$ cat config.mk
export PLATFORM = sky130hd
export DESIGN_NAME = spi_master_ctrl_flat
export DESIGN_NICKNAME = d
export VERILOG_FILES = /design/src/rtl/spi_master_ctrl_if.sv /design/src/rtl/spi_master_ctrl.sv /design/src/flat_wrapper.sv
export SDC_FILE = /design/constraint.sdc
export NUM_CORES = 1
export LEC_CHECK = 0
export BUFFER_PORTS_ARGS = -buffer_cell sky130_fd_sc_hd__clkbuf_2
export CORE_MARGIN = 2
export CORE_UTILIZATION = 60
export CTS_CLUSTER_DIAMETER = 60
export CTS_CLUSTER_SIZE = 25
export DETAILED_ROUTE_END_ITERATION = 10
export GPL_TIMING_DRIVEN = 0
export HOLD_SLACK_MARGIN = 0.03
export PLACE_DENSITY = 0.93
export REMOVE_ABC_BUFFERS = 1
export SLEW_MARGIN = 20
export SYNTH_ARGS = -nofsm -noshare
export SYNTH_HDL_FRONTEND = slang
export SYNTH_SLANG_ARGS = --single-unit
$ cat constraint.sdc
create_clock -name clk -period 3.3 [get_ports clk]
set_input_delay 0.165 -clock clk [delete_from_list [all_inputs] [get_ports clk]]
set_output_delay 0.165 -clock clk [all_outputs]
set_load 0.02 [all_outputs]
$ cat src/rtl/spi_master_ctrl_if.sv
// Host handshake and SPI pin bundle for the SPI master sequencer.
// master: host/bench side, slave: the sequencer itself.
interface spi_master_ctrl_if #(
  parameter int DATA_W = 8
);
  logic              start;
  logic [DATA_W-1:0] tx_data;
  logic              busy;
  logic              done;
  logic [DATA_W-1:0] rx_data;
  logic              sclk;
  logic              mosi;
  logic              miso;
  logic              cs_n;

  modport master (
    output start, tx_data, miso,
    input  busy, done, rx_data,
    input  sclk, mosi, cs_n
  );

  modport slave (
    input  start, tx_data, miso,
    output busy, done, rx_data,
    output sclk, mosi, cs_n
  );
endinterface

$ cat src/rtl/spi_master_ctrl.sv
// SPI mode 0 master sequencer, MSB first, single slave.
// Every state lasts CLK_DIV cycles; all outputs are registered.
module spi_master_ctrl #(
  parameter int DATA_W  = 8,
  parameter int CLK_DIV = 4
) (
  input  logic              clk,
  input  logic              reset,
  spi_master_ctrl_if.slave  bus
);
  localparam int DV_W = $clog2(CLK_DIV) + 1;
  localparam int BC_W = $clog2(DATA_W) + 1;

  typedef enum logic [2:0] {
    IDLE,
    SETUP,
    HI,
    LO,
    HOLD
  } state_t;

  state_t            state;
  state_t            state_n;
  logic [DV_W-1:0]   div_cnt;
  logic [BC_W-1:0]   bit_cnt;
  logic [DATA_W-1:0] tx_sr;
  logic [DATA_W-1:0] rx_sr;
  logic              tick;
  logic              hi_entry;

  assign tick     = (div_cnt == DV_W'(CLK_DIV - 1));
  assign hi_entry = (state_n == HI) && (state != HI);

  always_ff @(posedge clk or posedge reset) begin
    if (reset) state <= IDLE;
    else       state <= state_n;
  end

  always_comb begin
    state_n = state;
    unique case (state)
      IDLE:  if (bus.start) state_n = SETUP;
      SETUP: if (tick) state_n = HI;
      HI:    if (tick) state_n = LO;
      // bit_cnt was bumped on LO entry
      LO: if (tick) begin
        if (bit_cnt < BC_W'(DATA_W)) state_n = HI;
        else                         state_n = HOLD;
      end
      HOLD:  if (tick) state_n = IDLE;
      default: state_n = IDLE;
    endcase
  end

  always_ff @(posedge clk or posedge reset) begin
    if (reset) begin
      div_cnt     <= '0;
      bit_cnt     <= '0;
      tx_sr       <= '0;
      rx_sr       <= '0;
      bus.busy    <= 1'b0;
      bus.done    <= 1'b0;
      bus.rx_data <= '0;
      bus.sclk    <= 1'b0;
      bus.mosi    <= 1'b0;
      bus.cs_n    <= 1'b1;
    end else begin
      bus.done <= 1'b0;
      if (state == IDLE || tick) div_cnt <= '0;
      else                       div_cnt <= div_cnt + 1'b1;

      if (state == IDLE && bus.start) begin
        tx_sr    <= bus.tx_data;
        bus.mosi <= bus.tx_data[DATA_W-1];
        bus.cs_n <= 1'b0;
        bus.busy <= 1'b1;
        bit_cnt  <= '0;
      end

      if (hi_entry) begin
        bus.sclk <= 1'b1;
        rx_sr    <= {rx_sr[DATA_W-2:0], bus.miso};
      end

      if (state == HI && tick) begin
        bus.sclk <= 1'b0;
        bit_cnt  <= bit_cnt + 1'b1;
        if (bit_cnt < BC_W'(DATA_W - 1)) begin
          tx_sr    <= tx_sr << 1;
          bus.mosi <= tx_sr[DATA_W-2];
        end else begin
          bus.mosi <= 1'b0;
        end
      end

      if (state == HOLD && tick) begin
        bus.cs_n    <= 1'b1;
        bus.busy    <= 1'b0;
        bus.done    <= 1'b1;
        bus.rx_data <= rx_sr;
      end
    end
  end
endmodule

$ cat src/flat_wrapper.sv
// flat-port wrapper written by rule: the top's interface ports become plain ports
module spi_master_ctrl_flat 
#(
  parameter int DATA_W  = 8,
  parameter int CLK_DIV = 4
)
  (clk, reset, bus_start, bus_tx_data, bus_miso, bus_busy, bus_done, bus_rx_data, bus_sclk, bus_mosi, bus_cs_n);
  spi_master_ctrl_if #(.DATA_W(DATA_W)) bus_i ();
  input  logic clk;
  input  logic reset;
  input wire logic [$bits(bus_i.start)-1:0] bus_start;
  input wire logic [$bits(bus_i.tx_data)-1:0] bus_tx_data;
  input wire logic [$bits(bus_i.miso)-1:0] bus_miso;
  output wire logic [$bits(bus_i.busy)-1:0] bus_busy;
  output wire logic [$bits(bus_i.done)-1:0] bus_done;
  output wire logic [$bits(bus_i.rx_data)-1:0] bus_rx_data;
  output wire logic [$bits(bus_i.sclk)-1:0] bus_sclk;
  output wire logic [$bits(bus_i.mosi)-1:0] bus_mosi;
  output wire logic [$bits(bus_i.cs_n)-1:0] bus_cs_n;
  assign bus_i.start = bus_start;
  assign bus_i.tx_data = bus_tx_data;
  assign bus_i.miso = bus_miso;
  assign bus_busy = bus_i.busy;
  assign bus_done = bus_i.done;
  assign bus_rx_data = bus_i.rx_data;
  assign bus_sclk = bus_i.sclk;
  assign bus_mosi = bus_i.mosi;
  assign bus_cs_n = bus_i.cs_n;
  spi_master_ctrl #(.DATA_W(DATA_W), .CLK_DIV(CLK_DIV)) u_core (.clk(clk), .reset(reset), .bus(bus_i));
endmodule
* Word-level counts from Yosys, hierarchy flattened
Cells that the tools add are included.
Widths: inputs -> output; s select.
** Operators by class
- Add/sub/neg operators :: 2
- Magnitude comparators :: 2
- Equal/unequal tests :: 7
- Muxes and demuxes :: 23
- Reductions and logical operators :: 9
** Operators with widths (number)
- $mux 8 :: 3
- $mux 3 :: 7
- $pmux 3 s5 :: 1
- $eq 3x2->1 const B :: 4
- $mux 1 :: 10
- $mux 4 :: 2
- $reduce_bool 2->1 :: 3
- $add 4x1->4 const B :: 1
- $logic_and 1x1->1 :: 4
- $lt 4x3->1 const B :: 1
- $lt 4x4->1 const B :: 1
- $add 3x1->3 const B :: 1
- $eq 3x1->1 const B :: 1
- $eq 3x3->1 const B :: 1
- $logic_not 3->1 :: 1
- $ne 3x2->1 const B :: 1
- $logic_or 1x1->1 :: 1
** Word-level totals
- Flip-flop bits (word level) :: 39
- Output and inout bits :: 13
- Logic and storage cells :: 54

* Logic depth before layout (Yosys ltp)
- Depth after elaboration :: 8
- Depth in mapped cells :: 6

* Least setup slack after synthesis
No wires, ideal clock.
- Path type :: flip-flop to flip-flop
- Start point :: reg u_core.div_cnt[0]
- End point :: reg u_core.tx_sr[1]
- Arrival time :: 1.650 ns
- Data required time :: 3.172 ns
- Setup slack :: 1.523 ns
- Stages on the path, launching flop included :: 7
- Cell sequence :: dfrtp_1 > ha_1 > ha_1 > and4bb_2 > buf_2 > nand2_2 > mux2_1
** Between the ends
- Word-level cells in the longest chain between the ends :: 3
** RTL lines
- from (decl) :: RTL line spi_master_ctrl.sv:24 : logic [DV_W-1:0] div_cnt;
- from (signal assigned) :: RTL line spi_master_ctrl.sv:70 : else div_cnt <= div_cnt + 1'b1;
- $eq 3x2->1 :: RTL line spi_master_ctrl.sv:31 : assign tick = (div_cnt == DV_W'(CLK_DIV - 1));
- $logic_and 1x1->1 :: RTL line spi_master_ctrl.sv:85 : if (state == HI && tick) begin
- $mux 8 :: RTL line spi_master_ctrl.sv:85
- to (signal assigned) :: RTL line spi_master_ctrl.sv:73 : tx_sr <= bus.tx_data;
- to (signal assigned) :: RTL line spi_master_ctrl.sv:89 : tx_sr <= tx_sr << 1;
- to (decl) :: RTL line spi_master_ctrl.sv:26 : logic [DATA_W-1:0] tx_sr;
Every way passes these cells.
A chain may end at the register's enable or synchronous reset.

* Worst setup path after layout
- Start point :: reg u_core.div_cnt[0]
- End point :: reg u_core.bus.rx_data[2]
** Between the ends
- Word-level cells in the longest chain between the ends :: 2
** RTL lines
- $eq 3x2->1 :: RTL line spi_master_ctrl.sv:31
- $logic_and 1x1->1 :: RTL line spi_master_ctrl.sv:96 : if (state == HOLD && tick) begin
- to (signal assigned) :: RTL line spi_master_ctrl.sv:100 : bus.rx_data <= rx_sr;
- to (decl) :: RTL line spi_master_ctrl_if.sv:24 : output busy, done, rx_data,
Every way passes these cells.

==> qor.csv <==
metric,value,unit
"Max FO, Critical Path",11,
Max Cap Violations,0,
Die Ht,57.20,µm
wire per inst,15.72,µm
"flops & latches, synth",38,
Post-Syn Area,0.001698,mm²
Tightest Hold Check Type,input port to flop,
R2R depth,5,
antenna diode count,0,
Vias,1094,
actual slew at the worst max-slew pin,995.8,ps
Reg-to-Reg Start,u_core.div_cnt[0],
WS Path Type,flop to flop,
Post-DRT Antenna Nets,0,
Post CTS Setup Buffer Count,0,
Synth area leader,dfrtp_1,
NumNets Final,172,
Post-Syn Instances,128,
maximum VDD drop,494.2,µV
Worst Path Arrival,2660,ps
I/O pins,25,
status,finished clean,
fin crit period,2404,ps
initial antenna violation count,0,
DRC Markers,0,
"commonest non-fill, non-tap cell in the layout",dfrtp_1,
Core ar.,0.002710,mm²
GRT Total Usage,0.2039,
first-pass GRT wire length,4843,µm
total CTS buffers,5,
remaining global-route overflow,0,
CTS Sinks,38,
most frequent cells in the layout,"dfrtp_1 (37), clkbuf_2 (24), mux2_2 (23), nand2_1 (7), mux2_1 (6)",
Cell Rows,19,
Synth top area share,0.5453,
Avg Inst Size Synth,13.26,µm²
leakage,0.0009245,µW
critical path startpoint category,flop,
YS warnings,0,
Power Total,1358,µW
growth of design area from synthesis to finish,12.60,%
routed vias/inst,5.819,
final hold vios,0,
Slew Limit Headroom,0.3347,
period utilization,0.7284,
pwr dens,710.3,mW/mm²
Final Non-Filler Cells,188,
GP Congestion,0.7237,
Setup TNS,0,ps
share of cells above drive strength 1,0.3822,
number of cells on the worst hold path,3,
Min-Delay Startpoint,bus_start,
H-tree lvl count,2,
Initial Util,0.6265,
largest net degree at the start of global routing,39,
Finish-stage setup viols,0,
Hold EP,u_core.state[0],
vias in the first global route,1112,
Worst-Skew Late Latency,360,ps
Post-DP HPWL,1994,µm
die width,57.20,µm
Detailed Route WL,2955,µm
drt first pass iters,4,
Inst Count DP,177,
synth top area cells,"dfrtp_1 (55%), mux2_2 (15%), mux2_1 (4.0%)",
RSZ-0062 raised after global routing,no,
CP Capture Type,flop,
R2R Setup Slk,900,ps
TritonCTS clock tree,done,
Crit path required time,3560,ps
Slew Limit Fails,0,
deepest clock path buffer count,2,
initial drt markers,18,
sequential area share after synthesis,0.5608,
FMAX,416.0,MHz
Die ar.,0.003271,mm²
"Reg clk slew, reported paths",120,ps
worst reg2reg endpoint,u_core.bus.rx_data[2],
Layout Utilization,0.7054,
Port Buffers,24,
Synth cell types,35,
Root Buffer,clkbuf_4,
worst clock skew,8.219,ps
[critical path, cell delays in order (launching register included)]
cell     delay, ps
dfrtp_1        380
ha_1           180
ha_1           260
nor2b_1        230
nor2b_1        810
mux2_2         420
[per-layer routing]
layer	up-vias	GRT usage	routed length [µm]
met5	-	0	0
met4	0	0.1296	90
met3	11	0.06576	108
met2	21	0.3366	1587
met1	553	0.2276	1168
li1	509	-	-
[through the flow]
step | area (µm²) | setup WS [ps] | hold slack (ps)
floorplan | 1659 | 1371 | 305.5
global placement | 1818 | 1051 | 398.2
detailed placement | 1818 | 910.9 | 329.2
CTS | 1912 | 885.7 | 134.1
global route | 1912 | 741.9 | 150.9
finish | 1912 | 896.2 | 141.9
[sequential cells by signal, indices dropped and copies added, names as in the netlist]
name / count
u_core.rx_sr: 8
u_core.bus.busy: 1
u_core.bus.cs_n: 1
u_core.bus.mosi: 1
u_core.bit_cnt: 4
u_core.bus.done: 1
u_core.div_cnt: 3
u_core.bus.rx_data: 8
u_core.state: 3
u_core.bus.sclk: 1
u_core.tx_sr: 7
[how the worst max path moves through the flow]
| stage | start | endpoint | slack [ps] | depth (start not counted) |
|---|---|---|---|---|
| 2_1_floorplan | u_core.div_cnt[0] | u_core.bus.rx_data[0] | 1370 | 5 |
| 3_3_place_gp | u_core.div_cnt[0] | u_core.bus.rx_data[3] | 1050 | 5 |
| 3_5_place_dp | u_core.div_cnt[0] | u_core.bus.rx_data[4] | 910 | 5 |
| 4_1_cts | u_core.div_cnt[0] | u_core.bus.rx_data[2] | 890 | 5 |
| 5_1_grt | u_core.div_cnt[0] | u_core.bus.rx_data[3] | 740 | 5 |
| 6_report | u_core.div_cnt[0] | u_core.bus.rx_data[2] | 900 | 5 |
[synthesized netlist by cell type (all sizes together)]
cell,instances
nand2b,2
a22o,1
or2b,1
nor3,4
o32ai,1
o31a,1
ha,4
nand4,1
a21boi,1
and3b,1
inv,3
or4b,1
nor3b,1
nor2b,3
nand3,4
and4b,1
a21o,1
dfstp,1
a21oi,2
mux2i,3
dfrtp,37
a221oi,1
o21ai,2
and4bb,1
nand3b,1
nor4b,1
mux2,29
nand2,8
buf,6
nor2,4
a31oi,1
[cell families after synthesis]
family / after synthesis / share of synthesized area
DFF: 38 / 0.5608
muxes: 32 / 0.2100
AOI/OAI and AO/OA: 11 / 0.04496
buffers and inverters: 9 / 0.02948
adders and majority gates: 4 / 0.02948
and+or+nand+nor: 34 / 0.1253
[layout make-up]
cell class	count	area (µm²)
clock buffers	6	51.30
clock inverters	2	12.51
fillers	205	798.3
inverters	3	11.26
multi-input cells	81	695.7
flip-flops and latches	38	952.2
well taps	31	38.79
repair buffers	27	150.1
[repair_timing]
action	CTS	global route
resized for setup	0	0
hold buffers	3	0
endpoints found under the hold margin	39	0
[power breakdown]
part | internal (µW) | switching [µW] | leakage, µW
clock | 102 | 160 | 0.0000343
sequential | 599 | 119 | 0.000481
combinational | 210 | 169 | 0.000409
total | 911 | 447 | 0.000924
Power figures use the tool's default switching activity.
